`config.mk`:
```
export PLATFORM = sky130hd
export DESIGN_NAME = bo_datapath_flat
export DESIGN_NICKNAME = d
export VERILOG_FILES = /design/src/rtl/bo_datapath_pkg.sv /design/src/rtl/bo_datapath_if.sv /design/src/rtl/bo_datapath_alu.sv /design/src/rtl/bo_datapath.sv /design/src/flat_wrapper.sv
export SDC_FILE = /design/constraint.sdc
export NUM_CORES = 1
export LEC_CHECK = 0
export BUFFER_PORTS_ARGS = -buffer_cell sky130_fd_sc_hd__clkbuf_2
export CAP_MARGIN = 0
export CORE_ASPECT_RATIO = 0.8
export CORE_MARGIN = 5
export CORE_UTILIZATION = 29
export DETAILED_ROUTE_END_ITERATION = 6
export PLACE_DENSITY = 0.44
export RECOVER_POWER = 100
export REMOVE_ABC_BUFFERS = 1
export SYNTH_ARGS = -nofsm -noshare
export SYNTH_HDL_FRONTEND = slang
export SYNTH_SLANG_ARGS = --single-unit
```
`constraint.sdc`:
```
create_clock -name clk -period 6.6 [get_ports clk]
set_clock_uncertainty 0.05 [all_clocks]
set_input_delay 1.32 -clock clk [delete_from_list [all_inputs] [get_ports clk]]
set_output_delay 1.32 -clock clk [all_outputs]
set_load 0.01 [all_outputs]
```
`src/rtl/bo_datapath_pkg.sv`:
```
// Shared definitions for the bo_datapath operative block.
// Holds the ALU operation codes and the select codes for the three
// datapath muxes (operand A, operand B, write-back source).
package bo_datapath_pkg;

    // ALU operation, driven by the control signal h.
    typedef enum logic {
        OP_ADD = 1'b0,
        OP_MUL = 1'b1
    } alu_op_e;

    // Operand A source, driven by m0.
    typedef enum logic [1:0] {
        SELA_X  = 2'b00,
        SELA_H  = 2'b01,
        SELA_S  = 2'b10,
        SELA_KA = 2'b11
    } sel_a_e;

    // Operand B source, driven by m1.
    typedef enum logic [1:0] {
        SELB_X  = 2'b00,
        SELB_H  = 2'b01,
        SELB_KB = 2'b10,
        SELB_KC = 2'b11
    } sel_b_e;

    // Write-back source for H and S, driven by m2.
    typedef enum logic [1:0] {
        WB_ALU  = 2'b00,
        WB_X    = 2'b01,
        WB_ZERO = 2'b10,
        WB_SHR  = 2'b11
    } sel_wb_e;

endpackage

```
`src/rtl/bo_datapath_if.sv`:
```
// Bus between the control FSM and the bo_datapath operative block.
// Carries the operand input, the control word (m0/m1/m2/lx/ls/lh/h/done)
// and the captured result with its overflow flag and valid pulse.
//   master : control side, drives operand and control, reads result
//   slave  : datapath side, reads operand and control, drives result
interface bo_datapath_if #(
    parameter int WIDTH = 8
);
    logic [WIDTH-1:0] x_in;
    logic [1:0]       m0;
    logic [1:0]       m1;
    logic [1:0]       m2;
    logic             lx;
    logic             ls;
    logic             lh;
    logic             h;
    logic             done;
    logic [WIDTH-1:0] result;
    logic             result_ovf;
    logic             result_valid;

    modport master (
        output x_in, m0, m1, m2, lx, ls, lh, h, done,
        input  result, result_ovf, result_valid
    );

    modport slave (
        input  x_in, m0, m1, m2, lx, ls, lh, h, done,
        output result, result_ovf, result_valid
    );
endinterface

```
`src/rtl/bo_datapath_alu.sv`:
```
// bo_alu: shared combinational ALU of the operative block.
// Ports:
//   a, b : operands (WIDTH)
//   op   : OP_ADD -> a+b mod 2^WIDTH, OP_MUL -> low WIDTH bits of a*b
//   y    : result (WIDTH)
//   ovf  : add carry-out, or nonzero upper half of the full product
module bo_alu
    import bo_datapath_pkg::*;
#(
    parameter int WIDTH = 8
) (
    input  logic [WIDTH-1:0] a,
    input  logic [WIDTH-1:0] b,
    input  alu_op_e          op,
    output logic [WIDTH-1:0] y,
    output logic             ovf
);

    logic [WIDTH:0]     sum;
    logic [2*WIDTH-1:0] prod;

    always_comb begin
        sum  = {1'b0, a} + {1'b0, b};
        prod = {{WIDTH{1'b0}}, a} * {{WIDTH{1'b0}}, b};
        y    = sum[WIDTH-1:0];
        ovf  = sum[WIDTH];
        if (op == OP_MUL) begin
            y   = prod[WIDTH-1:0];
            ovf = |prod[2*WIDTH-1:WIDTH];
        end
    end

endmodule

```
`src/rtl/bo_datapath.sv`:
```
// bo_datapath: operative block driven directly by the control FSM.
// Registers X (operand in), H (temporary), S (accumulator) around one
// shared add/multiply ALU. On done the next value of S and the sticky
// overflow flag are captured into the output registers and result_valid
// pulses for one cycle.
// Ports:
//   clk : rising-edge clock
//   rst : asynchronous active-high reset (clears all state)
//   bus : bo_datapath_if slave (x_in, m0/m1/m2, lx/ls/lh, h, done,
//         result, result_ovf, result_valid)
module bo_datapath
    import bo_datapath_pkg::*;
#(
    parameter int WIDTH = 8,
    parameter int KA    = 2,
    parameter int KB    = 3,
    parameter int KC    = 5
) (
    input  logic          clk,
    input  logic          rst,
    bo_datapath_if.slave  bus
);

    localparam logic [WIDTH-1:0] KA_V = WIDTH'(KA);
    localparam logic [WIDTH-1:0] KB_V = WIDTH'(KB);
    localparam logic [WIDTH-1:0] KC_V = WIDTH'(KC);

    logic [WIDTH-1:0] x_q, h_q, s_q;
    logic             ovf_q;

    logic [WIDTH-1:0] op_a, op_b, alu_y, wb, s_next;
    logic             alu_ovf, ovf_event, ovf_next;

    always_comb begin
        op_a = x_q;
        unique case (sel_a_e'(bus.m0))
            SELA_X:  op_a = x_q;
            SELA_H:  op_a = h_q;
            SELA_S:  op_a = s_q;
            SELA_KA: op_a = KA_V;
        endcase
    end

    always_comb begin
        op_b = x_q;
        unique case (sel_b_e'(bus.m1))
            SELB_X:  op_b = x_q;
            SELB_H:  op_b = h_q;
            SELB_KB: op_b = KB_V;
            SELB_KC: op_b = KC_V;
        endcase
    end

    bo_alu #(.WIDTH(WIDTH)) u_alu (
        .a   (op_a),
        .b   (op_b),
        .op  (alu_op_e'(bus.h)),
        .y   (alu_y),
        .ovf (alu_ovf)
    );

    always_comb begin
        wb = alu_y;
        unique case (sel_wb_e'(bus.m2))
            WB_ALU:  wb = alu_y;
            WB_X:    wb = x_q;
            WB_ZERO: wb = '0;
            WB_SHR:  wb = alu_y >> 1;
        endcase
    end

    // Overflow only counts when an ALU-derived value is actually written back.
    assign ovf_event = (bus.lh | bus.ls) && alu_ovf &&
                       ((sel_wb_e'(bus.m2) == WB_ALU) || (sel_wb_e'(bus.m2) == WB_SHR));
    assign ovf_next  = ovf_q | ovf_event;
    // Result capture sees S as it will be after this edge.
    assign s_next    = bus.ls ? wb : s_q;

    // Register stage: X/H/S, sticky overflow, output capture
    always_ff @(posedge clk or posedge rst) begin
        if (rst) begin
            x_q              <= '0;
            h_q              <= '0;
            s_q              <= '0;
            ovf_q            <= 1'b0;
            bus.result       <= '0;
            bus.result_ovf   <= 1'b0;
            bus.result_valid <= 1'b0;
        end else begin
            if (bus.lx) x_q <= bus.x_in;
            if (bus.lh) h_q <= wb;
            if (bus.ls) s_q <= wb;
            bus.result_valid <= bus.done;
            if (bus.done) begin
                bus.result     <= s_next;
                bus.result_ovf <= ovf_next;
                ovf_q          <= 1'b0;
            end else begin
                ovf_q <= ovf_next;
            end
        end
    end

endmodule
```
`src/flat_wrapper.sv`:
```
// flat-port wrapper written by rule: the top's interface ports become plain ports
module bo_datapath_flat import bo_datapath_pkg::*;
#(
    parameter int WIDTH = 8,
    parameter int KA    = 2,
    parameter int KB    = 3,
    parameter int KC    = 5
)
  (clk, rst, bus_x_in, bus_m0, bus_m1, bus_m2, bus_lx, bus_ls, bus_lh, bus_h, bus_done, bus_result, bus_result_ovf, bus_result_valid);
  bo_datapath_if #(.WIDTH(WIDTH)) bus_i ();
  input  logic clk;
  input  logic rst;
  input wire logic [$bits(bus_i.x_in)-1:0] bus_x_in;
  input wire logic [$bits(bus_i.m0)-1:0] bus_m0;
  input wire logic [$bits(bus_i.m1)-1:0] bus_m1;
  input wire logic [$bits(bus_i.m2)-1:0] bus_m2;
  input wire logic [$bits(bus_i.lx)-1:0] bus_lx;
  input wire logic [$bits(bus_i.ls)-1:0] bus_ls;
  input wire logic [$bits(bus_i.lh)-1:0] bus_lh;
  input wire logic [$bits(bus_i.h)-1:0] bus_h;
  input wire logic [$bits(bus_i.done)-1:0] bus_done;
  output wire logic [$bits(bus_i.result)-1:0] bus_result;
  output wire logic [$bits(bus_i.result_ovf)-1:0] bus_result_ovf;
  output wire logic [$bits(bus_i.result_valid)-1:0] bus_result_valid;
  assign bus_i.x_in = bus_x_in;
  assign bus_i.m0 = bus_m0;
  assign bus_i.m1 = bus_m1;
  assign bus_i.m2 = bus_m2;
  assign bus_i.lx = bus_lx;
  assign bus_i.ls = bus_ls;
  assign bus_i.lh = bus_lh;
  assign bus_i.h = bus_h;
  assign bus_i.done = bus_done;
  assign bus_result = bus_i.result;
  assign bus_result_ovf = bus_i.result_ovf;
  assign bus_result_valid = bus_i.result_valid;
  bo_datapath #(.WIDTH(WIDTH), .KA(KA), .KB(KB), .KC(KC)) u_core (.clk(clk), .rst(rst), .bus(bus_i));
endmodule
```
**After elaboration in Yosys (flattened, before gate mapping)**

Cells that the tools add are included.

- Bits in registers: 35

- $add $sub $neg: 1
- $mul: 1
- Equal/unequal tests: 9
- Mux-type cells: 7
- Bitwise operators: 2
- Reductions and logical operators: 7

Operators by type and width:

| cell | number |
|---|---|
| $pmux W8 S4 | 3 |
| $mul A8 B8 Y16 | 1 |
| $mux W8 | 2 |
| $eq A2 B2 Y1 const B | 6 |
| $add A8 B8 Y9 | 1 |
| $reduce_or A8 Y1 | 1 |
| $eq A2 B1 Y1 const B | 3 |
| $logic_not A2 Y1 | 3 |
| $logic_and A1 B1 Y1 | 2 |
| $mux W1 | 2 |
| $or A1 B1 Y1 | 2 |
| $logic_or A1 B1 Y1 | 1 |

**Depth between registers and ports, before layout**

Gate-level depths: netlist of run 1.

- Word-level depth: 9
- Mapped depth: 22
- Gate-level depth less buffers: 20

**By module**

From an unflattened synthesis of run 1, not the netlist that was laid out.

- Cell total of the unflattened synthesis: 515
- Area total of the unflattened synthesis: 4480.5 µm²

Modules (own cells, without submodules):

| module | times used | cells an instance | area an instance (µm²) | seq. area each (µm²) |
|---|---|---|---|---|
| bo_alu | 1 | 317 | 2563.7 | 0.0 |
| bo_datapath | 1 | 198 | 1916.8 | 875.8 |

**Least setup slack after synthesis of run 1**

No wires, ideal clock.

- Kind: in2reg
- From: input bus_m0[0]
- To: register u_core.bus.result_ovf
- Setup time: 0.123 ns
- Arrival: 6.179 ns
- Required time: 6.427 ns
- Slack: 0.248 ns
- Stages: 20
- Buffers on the path: 2
- Path through: clkbuf_1 -> nor2b_1 -> clkbuf_1 -> nand2_1 -> o21ai_1 -> ha_1 -> inv_1 -> fa_1 -> fa_1 -> fa_1 -> fa_1 -> inv_1 -> ha_1 -> o21a_1 -> or2_1 -> and2_1 -> nor3b_1 -> nor4_1 -> nand4_1 -> o221a_1

- Cells in the longest elaborated chain, start to end: 8

RTL lines:

| what | line | text |
|---|---|---|
| from (decl) | flat_wrapper.sv:14 | `input wire logic [$bits(bus_i.m0)-1:0] bus_m0;` |
| $eq A2 B2 Y1, or another cell as far along | bo_datapath.sv:36 | `unique case (sel_a_e'(bus.m0))` |
| $pmux W8 S4 (*) | bo_datapath.sv:36 |  |
| $mul A8 B8 Y16 | bo_datapath_alu.sv:24 | `prod = {{WIDTH{1'b0}}, a} * {{WIDTH{1'b0}}, b};` |
| $reduce_or A8 Y1 | bo_datapath_alu.sv:29 | `ovf = \|prod[2*WIDTH-1:WIDTH];` |
| $mux W1 (*) | bo_datapath_alu.sv:27 | `if (op == OP_MUL) begin` |
| $logic_and A1 B1 Y1 (*) (2 in a row) | bo_datapath.sv:73 | `assign ovf_event = (bus.lh \| bus.ls) && alu_ovf &&` |
| $or A1 B1 Y1 (*) | bo_datapath.sv:75 | `assign ovf_next = ovf_q \| ovf_event;` |
| to (signal assigned) | bo_datapath.sv:96 | `bus.result_ovf <= ovf_next;` |
| to (decl) | bo_datapath_if.sv:29 | `output result, result_ovf, result_valid` |

Every way passes the cells marked *; elsewhere a longest branch is shown, timed or not.
A chain may end at the register's enable or synchronous reset.

**Worst setup path after layout of run 1**

- From: input bus_m0[1]
- To: register u_core.bus.result_ovf

Same word-level chain as after synthesis.

==> results.cfg, run 1 <==
[place]
io_buffers = 30
gp_congestion = 0.892
placed_cells = 713
placed_cell_area_um2 = 4830
dpl.hpwl_um = 9540

[logic_synthesis]
synth_common_cells = 70 x inv_1, 47 x ha_1, 46 x nand2_1
ys_seq_area_frac = 0.202
synth.most_common_cell = inv_1
synthArstFlopShare = 1.00
syn-cell-area_um2 = 4330
synth-edff-count = 0
synthFlopType = dfrtp_1
yosysTopAreaCellShare = 0.202
yosysWarnings = 0
synth_top_area_cell = dfrtp_1
synthDistinctLibCells = 51
synth_cells = 487
synth-seq-cells = 35
synth_area_per_cell_um2 = 8.90
ys_top_cells_by_area = dfrtp_1 20%, fa_1 17%, ha_1 14%, mux2_2 6.2%, inv_1 6.1%

[global_route]
grt_pass1_vias = 3534
track_usage = 0.134
antenna_found_initial = 0
overflow = 0
grt_first_pass_wirelength_um = 19100
grt_max_degree = 36

[run_status]
violations = capacitance limit, slew limit
status = finished, violations left

[clock_tree]
cts_tree = yes
cts_resized = 0
cts_htree_levels = 2
cts_hold_buf = 0
cts_sinks = 35
path_clk_slew_ns = 0.05
cts_root_buffer = clkbuf_16
cts_made_buffers = 5
cts_setup_buffers = 0
clock_path_buffers = 2
clock_latency_ns = 0.28

[route]
avgRoutedWirePerCell_um = 15.8
totalWireLength_um = 11400
routed_via_density = 5.00
drtPass1Iterations = 4
num_vias = 3603
drt-initial-drc-count = 229
antenna_left = 0
post-route-drc-count = 0

[final_layout]
area.growth.synth_to_final_pct = 13.8
antenna_cells = 0
fin_nets = 636
stdcell_count = 720
fin_area_um2 = 4930
drive_gt1_frac = 0.130
num-fill-cells = 1529

[job]
cap_viol_max_count = 1

[critical_path]
cp-end-kind = register
worstSetupPathType = primary input to register
arrival_ns = 6.47
start_kind = primary input
required_ns = 6.72
path_max_fanout = 9
reg2regPathDepth = 19

[timing]
hold_ws_ns = 0.452
setup_viol = 0
min_period_ns = 6.35
finalHoldViolations = 0
fmax_mhz = 157
grt_setup_unrepaired = no
period_share = 0.963
slew_headroom = -0.315
fin_tns_setup_ns = 0
tightest_slew_ns = 1.97
slew_violations = 36

[die]
core-area_um2 = 14800
die_y_um = 119
die_x_um = 147
std_cell_rows = 40
io_pins = 31
initial_core_util = 0.292
die_area_um2 = 17500

[pwr]
pwr_density_cell_nw_per_um2 = 272
ir_worst_vdd_v = 0.0000768
power_leakage_nw = 2.39
power_mw = 1.34

[hold_path]
min_path_cells = 1
holdCritPathClass = register to register
==> registers in the layout, summed over array words and instances (netlist names) <==
name and cells:
u_core.x_q 8, u_core.h_q 8, u_core.bus.result 8, u_core.bus.result_valid 1, u_core.s_q 8, u_core.ovf_q 1
u_core.bus.result_ovf 1
==> placed cells by master (no fill, tap or decap), types with 3 or more instances in the layout <==
cell and instances:
mux2_2 19, nand2_1 46, a21o_1 7, ha_1 47
clkbuf_1 15, nor3_1 14, o21a_1 4, dfrtp_1 35
inv_1 70, a211oi_1 8, a31oi_1 6, nand3_1 3
buf_4 19, a221oi_1 3, a21oi_1 23, mux2_1 6
o21ai_1 9, clkbuf_2 18, nor2b_1 12, nor2_1 33
o21ai_0 19, mux2i_1 16, o31ai_1 4, and2_1 11
o41ai_1 3, clkbuf_16 5, xnor2_1 5, fa_1 37
==> critical path, cell delays in order <==
cell,delay (ns)
clkbuf_2,0.21
nor2b_1,0.15
buf_4,0.16
nand2_1,0.06
o21ai_1,0.33
ha_1,0.28
inv_1,0.07
fa_1,0.41
inv_1,0.09
fa_1,0.39
ha_1,0.29
inv_1,0.05
fa_1,0.54
inv_1,0.04
ha_1,0.37
a211oi_1,0.36
o21ai_1,0.17
and2_0,0.20
nor3b_1,0.14
nor4_1,0.35
nand4_1,0.21
o221a_1,0.26
==> where the power goes <==
part / internal [mW] / switching (mW) / total (mW) / leakage [nW]
Clock: 0.147 / 0.0866 / 0.234 / 0.0727
Combinational: 0.339 / 0.478 / 0.817 / 1.89
Sequential: 0.260 / 0.0320 / 0.292 / 0.429
==> kinds of logic (layout without fill, tap and decap cells) <==
group                      after synthesis  after routing  share of synthesized area
AOI/OAI and AO/OA                      102            102                      0.154
xor gates and xnor gates                 7              7                     0.0141
adders and majority gates               84             84                      0.307
buffers and inverters                   85            129                     0.0742
DFF                                     35             35                      0.202
muxes                                   42             42                      0.106
and+or+nand+nor                        132            132                      0.142
==> per-layer routing <==
layer,part of all wire,GRT usage,vias up
li1,-,-,1752
met5,0,0,-
met3,0.038,0.0232,7
met2,0.41,0.183,70
met1,0.55,0.220,1774
met4,0.0050,0.0206,0
==> final timing paths <==
kind	from	endpoint	slack [ns]
setup / recovery	bus_m0[1]	u_core.bus.result_ovf	0.25
hold / removal	u_core.ovf_q	u_core.ovf_q	0.45
setup reg to reg	u_core.x_q[2]	u_core.bus.result_ovf	1.19
hold reg to reg	u_core.ovf_q	u_core.ovf_q	0.45
max in group asynchronous	rst	u_core.x_q[1]	3.69
min in group asynchronous	rst	u_core.bus.result_valid	1.67
==> through the flow <==
stage          setup WS, ns   util
3_3_place_gp        -0.0257  0.326
3_5_place_dp        0.00441  0.326
2_1_floorplan         0.501      -
6_report              0.247  0.333
4_1_cts               0.289  0.335
5_1_grt              0.0365  0.333
==> area by class of cell <==
| class | instances | area [µm²] | area share |
|---|---|---|---|
| inverters | 70 | 263 | 0.0533 |
| clock buffers | 6 | 139 | 0.0282 |
| multi-input cells | 367 | 3120 | 0.633 |
| well taps | 189 | 236 | 0.0479 |
| flip-flops and latches | 35 | 876 | 0.178 |
| repair buffers | 52 | 289 | 0.0586 |
| clock inverters | 1 | 5.00 | 0.00101 |
(Power assumes the default switching activity.)
==> run 2, diff against run 1 <==
- CORE_ASPECT_RATIO: 0.8 -> unset
- clock period: 6.6 -> 7.9 ns (I/O delays scaled with it)
==> run 2 against run 1 <==
The flow still finishes with violations (capacitance limit, slew limit); flip-flop and latch count is the same; sequential power is 17% lower; clock power rose by 9.8%; register-to-register slack better by 1.1 ns; non-clock buffer count down 16; combinational power is 20% lower; critical path type unchanged; largest power group unchanged.
==> results.cfg, run 2 (synthesis gave the netlist of run 1 again) <==
[hold_path]
whs_endpoint = u_core.ovf_q
min_path_cells = 1
holdCritPathClass = register to register
hold_start = u_core.ovf_q

[route]
totalWireLength_um = 10900
drt-initial-drc-count = 218
drtPass1Iterations = 4
maxUsedRoutingLayer = met4
routed_via_density = 5.00
dr_wl_met3_um = 426
num_vias = 3502
met1_length_um = 5150
post-route-drc-count = 0
wl_met2_um = 5230
antenna_left = 0
avgRoutedWirePerCell_um = 15.6

[final_layout]
area.growth.synth_to_final_pct = 12.1
antenna_cells = 0
final_util = 0.333
stdcell_count = 700
final_common_cell = inv_1
fin_area_um2 = 4860
layout_common_cells = 70 x inv_1, 47 x ha_1, 46 x nand2_1
drive_gt1_frac = 0.107
fin_nets = 620

[timing]
grt_setup_unrepaired = no
hold_ws_ns = 0.440
finalHoldViolations = 0
fmax_mhz = 140
worst_slack_ns = 0.751
tightest_slew_ns = 1.90
slew_headroom = -0.267
setup_viol = 0
min_period_ns = 7.15
slew_violations = 36
period_share = 0.905
fin_tns_setup_ns = 0

[job]
cap_viol_max_count = 1

[global_route]
grt_pass1_vias = 3648
grt_max_degree = 36
overflow = 0
antenna_found_initial = 0
grt_first_pass_wirelength_um = 18600
track_usage = 0.128

[clock_tree]
cts_hold_buf = 0
cts_htree_levels = 2
cts_setup_buffers = 0
cts_root_buffer = clkbuf_16
clock_latency_ns = 0.28
path_clk_slew_ns = 0.06
cts_tree = yes
cts_resized = 0
cts_sinks = 35
clock_path_buffers = 2
cts_made_buffers = 5

[place]
dp_slack_ns = 0.619
placed_cell_area_um2 = 4700
dpl.hpwl_um = 9250
gp_congestion = 0.808
placed_cells = 692
io_buffers = 30

[run_status]
status = finished, violations left
violations = capacitance limit, slew limit

[die]
core-area_um2 = 14600
die_y_um = 132
std_cell_rows = 44
io_pins = 31
die_area_um2 = 17500
die_x_um = 132
initial_core_util = 0.297

[critical_path]
rrSetupSlack_ns = 2.29
cp-end-kind = register
r2r_end = u_core.bus.result_ovf
r2r_start = u_core.x_q[4]
worstSetupPathType = primary input to register
worstPathCellList = clkbuf_1 -> nor2b_1 -> nand2_1 -> o21ai_0 -> clkbuf_1 -> ha_1 -> inv_1 -> fa_1 -> inv_1 -> fa_1 -> ha_1 -> inv_1 -> fa_1 -> inv_1 -> ha_1 -> a211oi_1 -> o21ai_0 -> and2_0 -> nor3b_1 -> nor4_1 -> nand4_1 -> o221a_1
crit_family = adder cells
arrival_ns = 7.27
cp_slowest_cell = fa_1
slowest_delay_ns = 0.52
path_max_fanout = 10
reg2regPathDepth = 17
required_ns = 8.02
path_buf_inv = 6
crit_top_cell = inv_1
start_kind = primary input

[pwr]
power_leakage_nw = 2.33
pwr_density_cell_nw_per_um2 = 237
power_mw = 1.15
ir_worst_vdd_v = 0.000178
run 2: per-layer routing:
metal,vias to the layer above,GRT usage
met4,0,0.0305
met1,1691,0.172
met2,83,0.216
li1,1718,-
met5,-,0
met3,10,0.0195
run 2: cell type report:
| class | count | area (µm²) |
|---|---|---|
| Clock inverter | 3 | 67.6 |
| Tap cell | 184 | 230 |
| Multi-Input combinational cell | 367 | 3130 |
| Clock buffer | 5 | 125 |
| Timing Repair Buffer | 36 | 168 |
| Fill cell | 1530 | 9730 |
| Sequential cell | 35 | 876 |
| Inverter | 70 | 263 |
run 2: report_power, final:
group / internal (mW) / switching (mW)
clock network: 0.181 / 0.0764
registers: 0.217 / 0.0262
logic: 0.263 / 0.388
run 2: worst reg2reg max path: stages, from the launching register on:
cell and delay [ns]:
dfrtp_1 0.40, mux2i_1 0.11, o21ai_1 0.53, ha_1 0.33
inv_1 0.11, fa_1 0.56, fa_1 0.44, fa_1 0.52
fa_1 0.54, inv_1 0.04, ha_1 0.24, nor3_1 0.25
o21ai_0 0.24, and2_0 0.24, nor3b_1 0.14, nor4_1 0.31
nand4_1 0.21, o221a_1 0.25
run 2: worst max path at each step:
stage / start / to / slack, ns / depth (start not counted)
floorplan: bus_m0[0] / u_core.bus.result_ovf / 1.54 / 18
global placement: bus_m0[1] / u_core.bus.result_ovf / 0.82 / 19
CTS: bus_m0[1] / u_core.bus.result_ovf / 0.93 / 19
global route: bus_m0[1] / u_core.bus.result_ovf / 0.33 / 22
finish: bus_m0[1] / u_core.bus.result_ovf / 0.75 / 22
detailed placement: bus_m0[1] / u_core.bus.result_ovf / 0.62 / 19
